File: src/rtl/mfcc_context_stacker.sv
// Collects MFCC coefficient frames into a ring of CTX+1 slots and streams a
// CTX-frame context window over valid/ready after every committed voiced frame.
module mfcc_context_stacker #(
    parameter int MFCBIT   = 32,
    parameter int NCOEF    = 12,
    parameter int CTX      = 5,
    parameter int VAD_GATE = 1
) (
    input  logic                     clk,
    input  logic                     reset,
    input  logic signed [MFCBIT-1:0] x_i,
    input  logic                     dv_i,
    input  logic [4:0]               index_i,
    input  logic                     vad_i,
    output logic                     o_valid,
    input  logic                     o_ready,
    output logic signed [MFCBIT-1:0] o_data,
    output logic [5:0]               o_index,
    output logic                     o_last,
    output logic                     frame_err,
    output logic                     overrun
);
    localparam int NSLOT     = CTX + 1;
    localparam int DEPTH     = NSLOT * NCOEF;
    localparam int AW        = $clog2(DEPTH);
    localparam int SW        = $clog2(NSLOT);
    localparam int CW        = $clog2(NCOEF);
    localparam int LAST_BEAT = CTX * NCOEF - 1;

    typedef enum logic {WAIT0, FILL} asm_t;
    typedef enum logic {IDLE, SEND} emit_t;

    function automatic logic [SW-1:0] slot_inc(input logic [SW-1:0] s);
        return (s == SW'(NSLOT - 1)) ? '0 : s + 1'b1;
    endfunction

    logic signed [MFCBIT-1:0] mem [DEPTH];

    asm_t          asm_state;
    emit_t         emit_state;
    logic          dv_prev;
    logic [4:0]    exp_idx;
    logic [SW-1:0] wr_slot;
    logic [SW-1:0] count;
    logic [SW-1:0] next_count;
    logic [SW-1:0] rd_slot;
    logic [CW-1:0] rd_coef;
    logic [AW-1:0] wr_addr;
    logic [AW-1:0] rd_addr;

    logic cap, idx_zero, xfer, last_xfer, blocked;
    logic store, seq_err, drop, complete, commit, start;

    assign cap       = dv_i && !dv_prev;
    assign idx_zero  = (index_i == 5'd0);
    assign xfer      = o_valid && o_ready;
    assign last_xfer = xfer && (o_index == 6'(LAST_BEAT));
    // A new frame may only begin once the window being streamed is finishing.
    assign blocked   = (emit_state == SEND) && !last_xfer;

    always_comb begin
        store   = 1'b0;
        seq_err = 1'b0;
        drop    = 1'b0;
        if (cap) begin
            if (asm_state == WAIT0) begin
                if (idx_zero) begin
                    drop  = blocked;
                    store = !blocked;
                end
            end else if (index_i == exp_idx) begin
                store = 1'b1;
            end else begin
                seq_err = 1'b1;
                if (idx_zero) begin
                    drop  = blocked;
                    store = !blocked;
                end
            end
        end
    end

    assign complete   = store && (asm_state == FILL) && (index_i == 5'(NCOEF - 1));
    assign commit     = complete && ((VAD_GATE == 0) || vad_i);
    assign next_count = (count == SW'(CTX)) ? count : count + 1'b1;
    assign start      = commit && (next_count == SW'(CTX)) && !blocked;

    assign wr_addr = AW'(wr_slot) * AW'(NCOEF) + AW'(index_i);
    assign rd_addr = AW'(rd_slot) * AW'(NCOEF) + AW'(rd_coef);

    always_ff @(posedge clk) begin
        if (store) begin
            mem[wr_addr] <= x_i;
        end
    end

    // Assembler: sequence checking, frame commit and history bookkeeping.
    always_ff @(posedge clk) begin
        if (!reset) begin
            dv_prev   <= 1'b1;
            asm_state <= WAIT0;
            exp_idx   <= '0;
            wr_slot   <= '0;
            count     <= '0;
            frame_err <= 1'b0;
            overrun   <= 1'b0;
        end else begin
            dv_prev   <= dv_i;
            frame_err <= seq_err;
            overrun   <= drop;
            if (seq_err || drop) begin
                count <= '0;
            end
            if (store) begin
                if (complete) begin
                    asm_state <= WAIT0;
                    if (commit) begin
                        wr_slot <= slot_inc(wr_slot);
                        count   <= next_count;
                    end else begin
                        count <= '0;
                    end
                end else begin
                    asm_state <= FILL;
                    exp_idx   <= index_i + 5'd1;
                end
            end else if (seq_err || drop) begin
                asm_state <= WAIT0;
            end
        end
    end

    // Emitter: oldest slot sits two ahead of the slot just committed.
    always_ff @(posedge clk) begin
        if (!reset) begin
            emit_state <= IDLE;
            o_valid    <= 1'b0;
            o_index    <= '0;
            rd_slot    <= '0;
            rd_coef    <= '0;
        end else if (start) begin
            emit_state <= SEND;
            o_valid    <= 1'b1;
            o_index    <= '0;
            rd_slot    <= slot_inc(slot_inc(wr_slot));
            rd_coef    <= '0;
        end else if (last_xfer) begin
            emit_state <= IDLE;
            o_valid    <= 1'b0;
            o_index    <= '0;
        end else if (xfer) begin
            o_index <= o_index + 6'd1;
            if (rd_coef == CW'(NCOEF - 1)) begin
                rd_coef <= '0;
                rd_slot <= slot_inc(rd_slot);
            end else begin
                rd_coef <= rd_coef + 1'b1;
            end
        end
    end

    assign o_data = o_valid ? mem[rd_addr] : '0;
    assign o_last = o_valid && (o_index == 6'(LAST_BEAT));

endmodule

File: config.mk
export PLATFORM = sky130hd
export DESIGN_NAME = mfcc_context_stacker
export DESIGN_NICKNAME = d
export VERILOG_FILES = /design/src/rtl/mfcc_context_stacker.sv
export SDC_FILE = /design/constraint.sdc
export NUM_CORES = 2
export LEC_CHECK = 0
export CAP_MARGIN = 40
export CORE_ASPECT_RATIO = 1.1
export CORE_MARGIN = 2
export CORE_UTILIZATION = 40
export DETAILED_ROUTE_END_ITERATION = 8
export GPL_TIMING_DRIVEN = 0
export PLACE_DENSITY_LB_ADDON = 0.05
export SLEW_MARGIN = 5
export SYNTH_ARGS = -nofsm -noshare
export SYNTH_HDL_FRONTEND = slang
export SYNTH_SLANG_ARGS = --single-unit
File: constraint.sdc
create_clock -name clk -period 6.12 [get_ports clk]
set_input_delay 1.53 -clock clk [delete_from_list [all_inputs] [get_ports clk]]
set_output_delay 1.53 -clock clk [all_outputs]
set_load 0.05 [all_outputs]
# Word-level counts from Yosys, hierarchy flattened
# Memories as Yosys holds them, arrays and structs flattened.
# Cells that the tools add are included.
[totals]
out_inout_bits = 42
mem_count = 1
ramBits = 2304
regBits = 29
wordCells = 93
inputBits = 42
[memory_table]
columns = ["memory", "depth", "word_bits", "rd", "rd_ports_with_merged_regs", "write_ports", "line", "rtl"]
rows = [
  ["mem", 72, 32, 1, 0, 1, "37", "logic signed [MFCBIT-1:0] mem [DEPTH];"],
]
[op_classes]
n_addsub = 9
reduce_logical = 25
n_bitwise = 3
eq_ne = 10
multipliers = 2
mux = 32
[ops]
columns = ["op", "count"]
rows = [
  ["$mux 3", 12],
  ["$mux 32", 1],
  ["$mux 1", 18],
  ["$eq 3x3->1 const B", 5],
  ["$add 3x1->3 const B", 4],
  ["$logic_and 1x1->1", 10],
  ["$mul 3x2->5 const B", 2],
  ["$reduce_bool 2->1", 4],
  ["$add 7x4->7", 1],
  ["$add 7x5->7", 1],
  ["$add 6x1->6 const B", 1],
  ["$eq 6x6->1 const B", 1],
  ["$reduce_and 3->1", 2],
  ["$add 5x1->5 const B", 1],
  ["$eq 5x4->1 const B", 1],
  ["$eq 5x5->1", 1],
  ["$logic_not 5->1", 1],
  ["$add 4x1->4 const B", 1],
  ["$eq 4x4->1 const B", 1],
  ["$mux 4", 1],
  ["$reduce_and 2->1", 2],
  ["$logic_not 1->1", 3],
  ["$not 1->1", 3],
  ["$reduce_or 3->1", 1],
  ["other kinds (3)", 3],
]

# Logic depth before layout (Yosys ltp)
[logic_depth]
word_depth = 16
ltp_mapped = 12
depth_no_buf = 10

# Worst setup path after synthesis
# Ideal clock, no wire load.
[synth_path]
path_kind = "reg-to-output"
from = "register rd_slot[1]"
to = "output o_data[22]"
path_stages_with_launch = 11
t_arrival_ns = 4.840
t_required_ns = 4.590
path_buffers = 2
slack_ns = -0.250
cell_sequence = "dfxtp_1 -> inv_1 -> ha_1 -> fa_1 -> clkbuf_1 -> inv_2 -> buf_1 -> and3_1 -> a211oi_1 -> a211oi_1 -> a2111oi_0"
[synth_between]
elab_chain_len = 4
[synth_lines]
columns = ["item", "line", "rtl"]
rows = [
  ["start, declared", "46", "logic [SW-1:0] rd_slot;"],
  ["start signal, assigned", "145", "rd_slot <= slot_inc(slot_inc(wr_slot));"],
  ["start signal, assigned", "155", "rd_slot <= slot_inc(rd_slot);"],
  ["$mul 3x2->5", "89", "assign rd_addr = AW'(rd_slot) * AW'(NCOEF) + AW'(rd_coef);"],
  ["$add 7x4->7", "89", ""],
  ["$mem_v2 72x32", "n/a", ""],
  ["$mux 32", "162", "assign o_data = o_valid ? mem[rd_addr] : '0;"],
  ["end, declared", "17", "output logic signed [MFCBIT-1:0] o_data,"],
]
# No other way between the ends.

# Final worst setup path
[layout_path]
from = "register rd_coef[1]"
to = "output o_data[10]"
[layout_between]
elab_chain_len = 3
[layout_lines]
columns = ["item", "line", "rtl"]
rows = [
  ["start, declared", "47", "logic [CW-1:0] rd_coef;"],
  ["start signal, assigned", "157", "rd_coef <= rd_coef + 1'b1;"],
  ["$add 7x4->7", "89", ""],
  ["$mem_v2 72x32", "n/a", ""],
  ["$mux 32", "162", ""],
]
# No other way between the ends.

==> summary.md <==
| Metric | Value |
|---|---|
| Status | `finished, violations left` |
| Violated checks | `setup timing` |
| CTS tree | `yes` |
| Setup Skew | `37.6 ps` |
| Cell with the most instances after synthesis | `edfxtp_1` |
| Total number of vias | `48,784` |
| Count of pins over their slew limit | `0` |
| Worst reg2reg endpoint | `mem[22][3]` |
| Routability Congestion | `0.840` |
| Final Cell Area | `109,000 um2` |
| Pin count of the biggest net entering global routing | `73` |
| TritonCTS Sinks | `2,333` |
| Die Ht | `502 um` |
| RSZ-0062 raised after global routing | `yes` |
| Root Buffer | `clkbuf_16` |
| TritonRoute pass-1 iters | `8` |
| DR WL/cell | `45.6 um` |
| Pwr dens | `294 nW/um2` |
| Vias per Instance | `6.31` |
| Cells after synthesis | `3,967` |
| Core area | `224,000 um2` |
| Layout cells sized above 1 | `0.355` |
| Avg Cell Area, Syn | `22.7 um2` |
| Least-Margin Pin Slew | `967 ps` |
| Gr usage total | `0.307` |
| CP max-delay cell | `dfxtp_1` |
| Critical Path AT | `4610 ps` |
| Die area | `229,000 um2` |
| Post-route setup slack | `-17.2 ps` |
| Clock transition at path regs | `50 ps` |
| Port buffer count | `83` |
| Final setup TNS | `-23.3 ps` |
| Sequential cell area | `69,800 um2` |
| DRT iter0 DRCs | `7,373` |
| Multi-input gate area | `20,400 um2` |
| Max H-tree Level | `4` |
| Initial Util | `0.403` |
| Startpoint Class | `flip-flop` |
| Seq/Total Area, Yosys | `0.774` |
| Hold path start | `o_index[1]` |
| Worst-path cell chain | `buf_8 -> buf_6 -> buf_4 -> buf_6 -> clkbuf_2 -> buf_8 -> nand2_2 -> o22ai_2 -> nor4_2 -> a311oi_2 -> buf_2 -> buf_2` |
| Async S/R FF share, synth | `0` |
| Max-cap check violation count | `0` |
| Mapped Area | `90,100 um2` |
| Nets | `4,644` |
| Max Buffers Root-to-Sink | `3` |
| Die width | `457 um` |
| Reg2Reg Launch Point | `wr_slot[1]` |
| Hold-fix buffer count after cts | `0` |
| Initial antenna violation count | `18` |
| Number of synthesis warnings | `0` |
| Yosys top cell area share | `0.768` |
| Final wirelength | `352,000 um` |
| Area added between synthesis and finish | `21.4%` |
| Final worst path period share | `1.00` |
| Number of global-route vias before repair | `46,905` |
| Clock latency on the worst-skew pair | `890 ps` |
| Tmin final | `6140 ps` |
| Dominant cell type by area after synthesis | `edfxtp_1` |
| FMAX | `0.163 GHz` |
| Flop-to-flop setup slack | `1330 ps` |
| Row count | `182` |
| Slew margin rel. | `0.355` |
| Top cells by area, synth | `edfxtp_1, mux4_2, dfxtp_1, a22oi_1, mux2i_1` |
| Required time worst endpoint | `4590 ps` |
| Hold Path Depth | `2` |
| Top_reg_cell synth | `edfxtp_1` |
| Crit end category | `primary output` |
| Max stage delay on crit path | `520 ps` |
| Antenna-violating nets left | `0` |
| Flip-flop and latch count after synthesis | `2,333` |
| Crit path kind | `reg -> out` |
| Placed cell area | `100,000 um2` |
| Worst vdd ir | `0.299 mV` |
| Hpwl dp | `249,000 um` |
| Synthesized Nets | `4,034` |
| Hold WS | `495 ps` |
| Post-synth top cells | `edfxtp_1, mux4_2, nor2_1, nand2_1, clkbuf_1` |
| Final setup violation count | `3` |
| Hold endpoint | `o_index[1]` |
| R2R depth | `11` |
| Inserted Clock Buffers | `239` |
| Layout fillers | `18,126` |
| Leakage | `33.3 nW` |
| DRC viols | `0` |
| Netlist cell types | `63` |
| First-pass GRT wire length | `460,000 um` |
| CP Max Fanout | `10` |
| Number of synthesized flops with an enable pin | `2,304` |
| Grt total ovfl | `0` |
| Hold WC Path Type | `reg -> reg` |
| Final Hold Fails | `0` |
| Io pins | `84` |
## cells by family (layout without fill, tap and decap cells)
logic type | after synthesis | after routing | synth area share
compound gates | 310 | 310 | 0.0237
xor+xnor | 18 | 18 | 0.00175
fa+ha+maj | 25 | 25 | 0.00380
buf+inv | 230 | 1042 | 0.0153
flops | 2333 | 2333 | 0.774
mux | 690 | 690 | 0.163
other cells | 0 | 8 | 0
simple gates | 361 | 361 | 0.0184
## routing by layer
metal / part of all wire / routed length [um] / track usage
met1: 0.39 / 138000 / 0.411
met2: 0.48 / 170000 / 0.501
met3: 0.076 / 26900 / 0.0489
met4: 0.049 / 17100 / 0.129
met5: 0.00016 / 57 / 0
## worst max-delay path, delay by kind of cell, from the launching register on
family	cells	cell delay, ps
AO/OA/AOI/OAI	2	630
buffers and inverters	8	2200
flip-flops	1	520
AND/OR/NAND/NOR	2	270
## registers in the layout (all words and copies together), names as in the netlist, 3 cells and up
name     cells
mem       2304
o_index      6
exp_idx      5
rd_coef      4
count        3
rd_slot      3
wr_slot      3
## where the power goes
part	total (mW)	switching [mW]	internal, mW	leakage [nW]
Sequential	17.5	0.000336	17.5	20.9
Combinational	0.350	0.295	0.0550	8.74
Clock	14.3	6.33	7.93	3.66
## timing repair
action | CTS | global route
gates resized for setup | 525 | 27
endpoints found under the setup margin | 32 | 24
buffers inserted | 14 | 3
pin swaps | 11 | 9
cloned | 0 | 1
## placed cells by master (no fill, tap or decap), types with 11 or more instances in the layout
master           count
nor3_1              32
buf_16              57
a211oi_1            21
o21ai_0             26
clkbuf_16          244
bufinv_16           18
nand3_1             32
nor2_1              43
a22oi_1             65
clkinv_1            72
buf_8               57
clkbuf_4            27
buf_4               80
nor2_4              73
nor2b_1             22
buf_12             150
edfxtp_1          2304
clkinv_2            51
o22ai_1             33
ha_1                19
mux4_2             618
clkbuf_8            11
clkbuf_1            68
inv_1               14
dfxtp_1             26
buf_2               51
a21oi_1             52
mux2i_1             33
mux2_2              25
nand2_1             90
clkbuf_2            18
clkdlybuf4s50_1     19
buf_6               76
## worst max path at each step
stage          startpoint          end  slack, ps
2_1_floorplan  rd_slot[1]   o_data[22]        430
3_3_place_gp   index_i[3]  mem[18][20]      -3770
3_5_place_dp   rd_slot[1]   o_data[29]      -1870
4_1_cts        rd_coef[0]    o_data[2]        -10
5_1_grt        rd_slot[1]   o_data[13]        -30
6_report       rd_coef[1]   o_data[10]        -20
## area by class of cell
class | count | area share
diodes | 8 | 0.000183
plain buffers | 208 | 0.0186
clock inverters | 154 | 0.0113
inverters | 17 | 0.000652
well taps | 2944 | 0.0337
multi-input cells | 1404 | 0.186
flip-flops and latches | 2333 | 0.638
repair buffers | 374 | 0.0549
clock buffers | 289 | 0.0568
## stage by stage
stage          cells  power, mW  worst slack, ps  utilization
2_1_floorplan   3967       17.9              427            -
3_3_place_gp    6994       18.2            -3770        0.423
3_5_place_dp    7262       18.2            -1870        0.447
4_1_cts         7716       32.3            -13.3        0.488
5_1_grt         7726       32.9            -27.4        0.489
6_report        7731       32.2            -17.2        0.489
Power figures use the tool's default switching activity.
